===== config.mk =====
export PLATFORM = sky130hd
export DESIGN_NAME = serial_bit_feeder_flat
export DESIGN_NICKNAME = d
export VERILOG_FILES = /design/src/rtl/serial_bit_feeder_if.sv /design/src/rtl/serial_bit_feeder.sv /design/src/flat_wrapper.sv
export SDC_FILE = /design/constraint.sdc
export NUM_CORES = 1
export LEC_CHECK = 0
export CAP_MARGIN = 5
export CORE_MARGIN = 2
export CORE_UTILIZATION = 40
export DETAILED_ROUTE_END_ITERATION = 10
export GPL_ROUTABILITY_DRIVEN = 0
export PLACE_DENSITY = 0.81
export SETUP_SLACK_MARGIN = 0.05
export SLEW_MARGIN = 20
export SYNTH_ARGS = -nofsm -noshare
export SYNTH_HDL_FRONTEND = slang
export SYNTH_SLANG_ARGS = --single-unit

===== constraint.sdc =====
create_clock -name clk -period 1.61 [get_ports clk]
set_input_delay 0.2415 -clock clk [delete_from_list [all_inputs] [get_ports clk]]
set_output_delay 0.2415 -clock clk [all_outputs]
set_load 0.03 [all_outputs]

===== src/rtl/serial_bit_feeder_if.sv =====
// Word-in / bit-out bundle for serial_bit_feeder.
// The slave modport is the feeder's view; the master modport is the word source and detector's view.
interface serial_bit_feeder_if #(
  parameter int WIDTH = 8
);
  localparam int CW = $clog2(WIDTH);

  logic [WIDTH-1:0] in_data;
  logic             in_valid;
  logic             in_ready;
  logic             X;
  logic             x_valid;
  logic             last_bit;
  logic [CW-1:0]    bit_idx;
  logic             busy;

  modport master (
    output in_data, in_valid,
    input  in_ready, X, x_valid, last_bit, bit_idx, busy
  );

  modport slave (
    input  in_data, in_valid,
    output in_ready, X, x_valid, last_bit, bit_idx, busy
  );
endinterface


===== src/rtl/serial_bit_feeder.sv =====
// Parallel-to-serial front end: WIDTH-bit words in, MSB-first bits out on X for the sequence detector.
// Define SERIAL_FEEDER_PARITY_EN to append an even-parity bit after each word's LSB.
module serial_bit_feeder #(
  parameter int   WIDTH    = 8,
  parameter logic IDLE_BIT = 1'b1
) (
  input  logic                 clk,
  input  logic                 reset,
  serial_bit_feeder_if.slave   bus
);
  localparam int            CW   = $clog2(WIDTH);
  localparam logic [CW-1:0] LAST = CW'(WIDTH - 1);

  typedef enum logic [1:0] {
    IDLE   = 2'd0,
    SHIFT  = 2'd1
`ifdef SERIAL_FEEDER_PARITY_EN
    ,
    PARITY = 2'd2
`endif
  } state_t;

  state_t           state, state_n;
  logic [WIDTH-1:0] shreg, shreg_n;
  logic [CW-1:0]    cnt, cnt_n;
`ifdef SERIAL_FEEDER_PARITY_EN
  logic             par, par_n;
`endif

  logic          ready;
  logic          accept;
  logic          x_bit;
  logic          x_vld;
  logic          lb;
  logic [CW-1:0] idx;

  always_ff @(posedge clk or posedge reset) begin
    if (reset) begin
      state <= IDLE;
      shreg <= {WIDTH{IDLE_BIT}};
      cnt   <= '0;
`ifdef SERIAL_FEEDER_PARITY_EN
      par   <= 1'b0;
`endif
    end else begin
      state <= state_n;
      shreg <= shreg_n;
      cnt   <= cnt_n;
`ifdef SERIAL_FEEDER_PARITY_EN
      par   <= par_n;
`endif
    end
  end

  always_comb begin
    state_n = state;
    shreg_n = shreg;
    cnt_n   = cnt;
`ifdef SERIAL_FEEDER_PARITY_EN
    par_n   = par;
`endif
    ready   = 1'b0;
    x_bit   = IDLE_BIT;
    x_vld   = 1'b0;
    lb      = 1'b0;
    idx     = '0;

    case (state)
      IDLE: begin
        ready = 1'b1;
      end

      SHIFT: begin
        x_bit   = shreg[WIDTH-1];
        x_vld   = 1'b1;
        idx     = cnt;
        shreg_n = {shreg[WIDTH-2:0], IDLE_BIT};
        cnt_n   = cnt + CW'(1);
        if (cnt == LAST) begin
          cnt_n = '0;
`ifdef SERIAL_FEEDER_PARITY_EN
          state_n = PARITY;
`else
          // LSB cycle doubles as the reload window for zero-gap streaming
          lb      = 1'b1;
          ready   = 1'b1;
          state_n = IDLE;
`endif
        end
      end

`ifdef SERIAL_FEEDER_PARITY_EN
      PARITY: begin
        x_bit   = par;
        x_vld   = 1'b1;
        lb      = 1'b1;
        ready   = 1'b1;
        state_n = IDLE;
      end
`endif

      default: begin
        state_n = IDLE;
      end
    endcase

    // A new word overrides the fall-back to IDLE chosen above
    accept = bus.in_valid && ready && !reset;
    if (accept) begin
      shreg_n = bus.in_data;
      cnt_n   = '0;
`ifdef SERIAL_FEEDER_PARITY_EN
      par_n   = ^bus.in_data;
`endif
      state_n = SHIFT;
    end
  end

  assign bus.in_ready = ready && !reset;
  assign bus.X        = x_bit;
  assign bus.x_valid  = x_vld;
  assign bus.last_bit = lb;
  assign bus.bit_idx  = idx;
  assign bus.busy     = (state != IDLE);

endmodule


===== src/flat_wrapper.sv =====
// flat-port wrapper written by rule: the top's interface ports become plain ports
module serial_bit_feeder_flat 
#(
  parameter int   WIDTH    = 8,
  parameter logic IDLE_BIT = 1'b1
)
  (clk, reset, bus_in_data, bus_in_valid, bus_in_ready, bus_X, bus_x_valid, bus_last_bit, bus_bit_idx, bus_busy);
  serial_bit_feeder_if #(.WIDTH(WIDTH)) bus_i ();
  input  logic clk;
  input  logic reset;
  input wire logic [$bits(bus_i.in_data)-1:0] bus_in_data;
  input wire logic [$bits(bus_i.in_valid)-1:0] bus_in_valid;
  output wire logic [$bits(bus_i.in_ready)-1:0] bus_in_ready;
  output wire logic [$bits(bus_i.X)-1:0] bus_X;
  output wire logic [$bits(bus_i.x_valid)-1:0] bus_x_valid;
  output wire logic [$bits(bus_i.last_bit)-1:0] bus_last_bit;
  output wire logic [$bits(bus_i.bit_idx)-1:0] bus_bit_idx;
  output wire logic [$bits(bus_i.busy)-1:0] bus_busy;
  assign bus_i.in_data = bus_in_data;
  assign bus_i.in_valid = bus_in_valid;
  assign bus_in_ready = bus_i.in_ready;
  assign bus_X = bus_i.X;
  assign bus_x_valid = bus_i.x_valid;
  assign bus_last_bit = bus_i.last_bit;
  assign bus_bit_idx = bus_i.bit_idx;
  assign bus_busy = bus_i.busy;
  serial_bit_feeder #(.WIDTH(WIDTH), .IDLE_BIT(IDLE_BIT)) u_core (.clk(clk), .reset(reset), .bus(bus_i));
endmodule

# Word-level counts from Yosys, hierarchy flattened
# Index checks and enable logic that the tools add are counted.
word_totals:
  out_inout_bits: 8
  in_bits: 11
  ff_bits: 13
classes:
  n_mux: 14
  reduce_logical: 8
  addsub: 1
  n_eq_ne: 4
op_table:
  columns: ["operator", "n"]
  rows:
  - ["$mux W8", 2]
  - ["$mux W3", 4]
  - ["$mux W1", 4]
  - ["$mux W2", 2]
  - ["$pmux W2 S2", 1]
  - ["$reduce_bool A2 Y1", 2]
  - ["$add A3 B1 Y3 const B", 1]
  - ["$eq A3 B3 Y1 const B", 1]
  - ["$logic_and A1 B1 Y1", 3]
  - ["$ne A3 B1 Y1 const B", 1]
  - ["$eq A2 B1 Y1 const B", 1]
  - ["$logic_not A2 Y1", 1]
  - ["$ne A2 B1 Y1 const B", 1]
  - ["$pmux W1 S2", 1]
  - ["$reduce_and A2 Y1", 1]
  - ["$logic_not A1 Y1", 1]

# Logic depth before layout (Yosys ltp)
logic_depth:
  word_depth: 7
  depth_mapped: 5

# Least setup slack after synthesis
# OpenSTA, ideal clock, no wires.
synth_path:
  path_type: "register to register"
  from: "reg u_core.cnt[0]"
  to: "reg u_core.shreg[2]"
  arrival_ps: 1432
  required_ps: 1528
  setup_time_ps: 82
  path_stages_with_launch: 6
  n_path_buf: 0
  path_slack_ps: 96
  cell_sequence: "dfrtp_1 -> ha_1 -> ha_1 -> nand2b_2 -> nand3_2 -> mux2_2"
synth_between:
  elab_chain_cells: 6
  elab_cells_between_ends: 7
  classes_between: "1 x eq/ne; 3 x mux; 3 x reduce/logical"
synth_lines:
  columns: ["element", "line", "source"]
  rows:
  - ["start, declared", "serial_bit_feeder.sv:25", "logic [CW-1:0] cnt, cnt_n;"]
  - ["start signal, assigned", "serial_bit_feeder.sv:48", "cnt <= cnt_n;"]
  - ["$eq A3 B3 Y1 (*)", "serial_bit_feeder.sv:79", "if (cnt == LAST) begin"]
  - ["$mux W1 (*)", "serial_bit_feeder.sv:79", null]
  - ["$pmux W1 S2 (*)", "serial_bit_feeder.sv:68", "case (state)"]
  - ["$logic_and A1 B1 Y1 (*) (2 in a row)", "serial_bit_feeder.sv:108", "accept = bus.in_valid && ready && !reset;"]
  - ["$mux W8 / $reduce_bool A2 Y1 (equally long branches)", null, null]
  - ["end signal, assigned", "serial_bit_feeder.sv:40", "shreg <= {WIDTH{IDLE_BIT}};"]
  - ["end signal, assigned", "serial_bit_feeder.sv:47", "shreg <= shreg_n;"]
  - ["end, declared", "serial_bit_feeder.sv:24", "logic [WIDTH-1:0] shreg, shreg_n;"]
# Every way passes the cells marked *; elsewhere a longest branch is shown, timed or not.
# A chain may end at the register's enable or synchronous reset.

# Final worst setup path
layout_path:
  from: "reg u_core.cnt[1]"
  to: "out bus_in_ready"
layout_between:
  elab_chain_cells: 4
layout_lines:
  columns: ["element", "line", "source"]
  rows:
  - ["$eq A3 B3 Y1", "serial_bit_feeder.sv:79", null]
  - ["$mux W1", "serial_bit_feeder.sv:79", null]
  - ["$pmux W1 S2", "serial_bit_feeder.sv:68", null]
  - ["$logic_and A1 B1 Y1", "serial_bit_feeder.sv:119", "assign bus.in_ready = ready && !reset;"]
  - ["end, declared", "flat_wrapper.sv:13", "output wire logic [$bits(bus_i.in_ready)-1:0] bus_in_ready;"]
# Every way passes these cells.

==> results.ini <==
[status]
status = finished with violations
violations = negative setup slack

[detailed_routing]
vias = 464
drtIter0Drc = 2
detail-route-antenna-nets = 0
drtPass1Iterations = 2
routed_wl_um = 1250
drc = 0
wl_per_cell_um = 13.3
vias_per_cell = 4.94

[power_and_ir_drop]
p_per_area_nw_per_um2 = 1990
p_leak_nw = 0.449
ir_worst_vdd_uv = 1020
power_w = 0.00194

[sta]
finalHoldViolCount = 0
rsz0062_at_grt = true
finClkSkew_ns = 0.000712
maxSlewHeadroom = 0.783
max_freq_ghz = 0.593
tightest_slew_ns = 0.324
finalCritPeriodShare = 1.05
setup_viol = 1
setup_ws_ns = -0.0756
layout_min_cycle_time_ns = 1.69
maxSlewViolCount = 0

[die]
die-area_um2 = 1990
ioPinCount = 19
dieWidth_um = 44.6
coreArea_um2 = 1520
start_util = 0.433
rows = 14
fp.dieH_um = 44.6

[critical_path]
arrival_ns = 1.44
path_max_fanout = 2
end_kind = output pin
cp_slowest_cell = dfrtp_1
max_stage_delay_ns = 0.39
ff2ff_setup_slack_ns = 0.03
crit_path_start_kind = flip-flop
worstSetupPathType = reg2out
critPathBufInv = 1
critical-path-top-delay-family = flip-flops
path_cells = ha_2 > ha_4 > nand2b_4 > and2_4 > buf_6
critPathRequiredTime_ns = 1.37

[synthesis]
synth_cell_types = 18
syn-cell-area_um2 = 659
yosysTopAreaCell = dfstp_2
synthesis.nets = 64
synth_area_per_cell_um2 = 12.9
synth-edff-count = 0
ys_seq_area_frac = 0.471
ys_ff_latch = 12
synth_area_leaders = dfstp_2, mux2_2, dfrtp_1
synth_flop_cell = dfstp_2
yosysMostFrequentCell = mux2_2
ys_top_cells_by_count = mux2_2, dfstp_2, and2_1, dfrtp_1, nor2_1
postSynth.asyncResetShare = 1.00
syn-instance-count = 51
netlist.area_leader.share = 0.319
ys_warn_count = 0

[grt]
antenna_found_initial = 0
grt_max_degree = 10
grt_pass1_wl_um = 2100
grt_pass1_vias = 484
gr-total-overflow = 0
track_usage = 0.152

[hold_path]
worstHoldPathType = in2async

[layout]
areaGrowthSynthToFinish_pct = 47.2
drive_gt1_frac = 0.641
antenna_cells = 0
final_area_um2 = 971
nets = 92
utilization = 0.637

[clock_tree]
cts_tree = done
numCtsBuffers = 3
cts.sinks = 12
clk_path_buf_depth = 2
cts_root_buffer = clkbuf_4
cts_hold_buf = 0
clk_pin_slew_ns = 0.07
clock_latency_ns = 0.28
htree_levels = 1

[run]
cap_violations = 0

[placement]
port_buffers = 18
dpl.hpwl_um = 842
placed_area_um2 = 840

## per-stage QoR
| step | TNS (ns) | std cells | setup WS [ns] | hold WS [ns] |
|---|---|---|---|---|
| after floorplan | 0 | 51 | 0.0957 | 0.135 |
| after global placement | 0 | 86 | 0.0330 | 0.463 |
| after detailed placement | -0.00605 | 86 | -0.00592 | 0.480 |
| after CTS | -0.0779 | 93 | -0.0779 | 0.191 |
| after global routing | -0.179 | 94 | -0.118 | 0.209 |
| final | -0.0756 | 94 | -0.0756 | 0.196 |
## where the power goes
| group | leakage [nW] | switching, W | internal, W | total [W] |
|---|---|---|---|---|
| sequential | 0.131 | 0.0000900 | 0.000497 | 0.000587 |
| clock | 0.0210 | 0.000106 | 0.000138 | 0.000244 |
| combinational | 0.297 | 0.000492 | 0.000614 | 0.00111 |
## routing by layer
metal,global-route usage,vias up,wire (um),part of all wire
li1,-,229,-,-
met1,0.182,219,538,0.43
met2,0.252,14,627,0.50
met3,0.0245,2,65,0.052
met4,0.0909,0,21,0.017
met5,0,-,0,0
## layout make-up
cell class                 instances  area (um^2)
fill                             122          553
timing repair buffer              26          228
multi-input combinational         34          368
inverter                           2         7.51
tap                               16         20.0
clock buffer                       4         36.3
sequential                        12          312
## logic make-up (layout without fill, tap and decap cells)
group / Yosys count / after routing / synth area share
muxes: 17 / 17 / 0.298
AOI/OAI and AO/OA: 2 / 2 / 0.0190
and+or+nand+nor: 13 / 13 / 0.118
adders and majority gates: 2 / 2 / 0.0379
buffers and inverters: 5 / 32 / 0.0569
DFF: 12 / 12 / 0.471
## placed cells by master (no fill, tap or decap), types with 2 or more instances in the layout
cell type	instances
dfrtp_1	3
and2_1	4
buf_4	14
buf_6	2
mux2i_1	2
mux2_4	8
clkbuf_4	3
inv_1	2
nor2_1	3
mux2_2	7
dfstp_2	8
clkdlybuf4s50_1	10
## flip-flops by register name, summed over array words and instances, names as in the netlist
signal        count
u_core.shreg      8
u_core.cnt        3
u_core.state      1
## worst paths after layout
path,endpoint,depth (start not counted),start
max,bus_in_ready,5,u_core.cnt[1]
min,u_core.cnt[0],2,reset
max reg2reg,u_core.shreg[3],6,u_core.cnt[1]
min reg2reg,u_core.cnt[2],2,u_core.cnt[2]
max in group asynchronous,u_core.shreg[0],3,reset
min in group clk,u_core.shreg[0],3,bus_in_data[0]
## timing repair
action                     4_1_cts  5_1_grt
pin swaps                        0        1
resized for setup               13        3
hold endpoints to repair         0        0
setup buffers                    3        1
setup endpoints to repair        9       12
No activity file was read; power rests on OpenSTA's default activity.
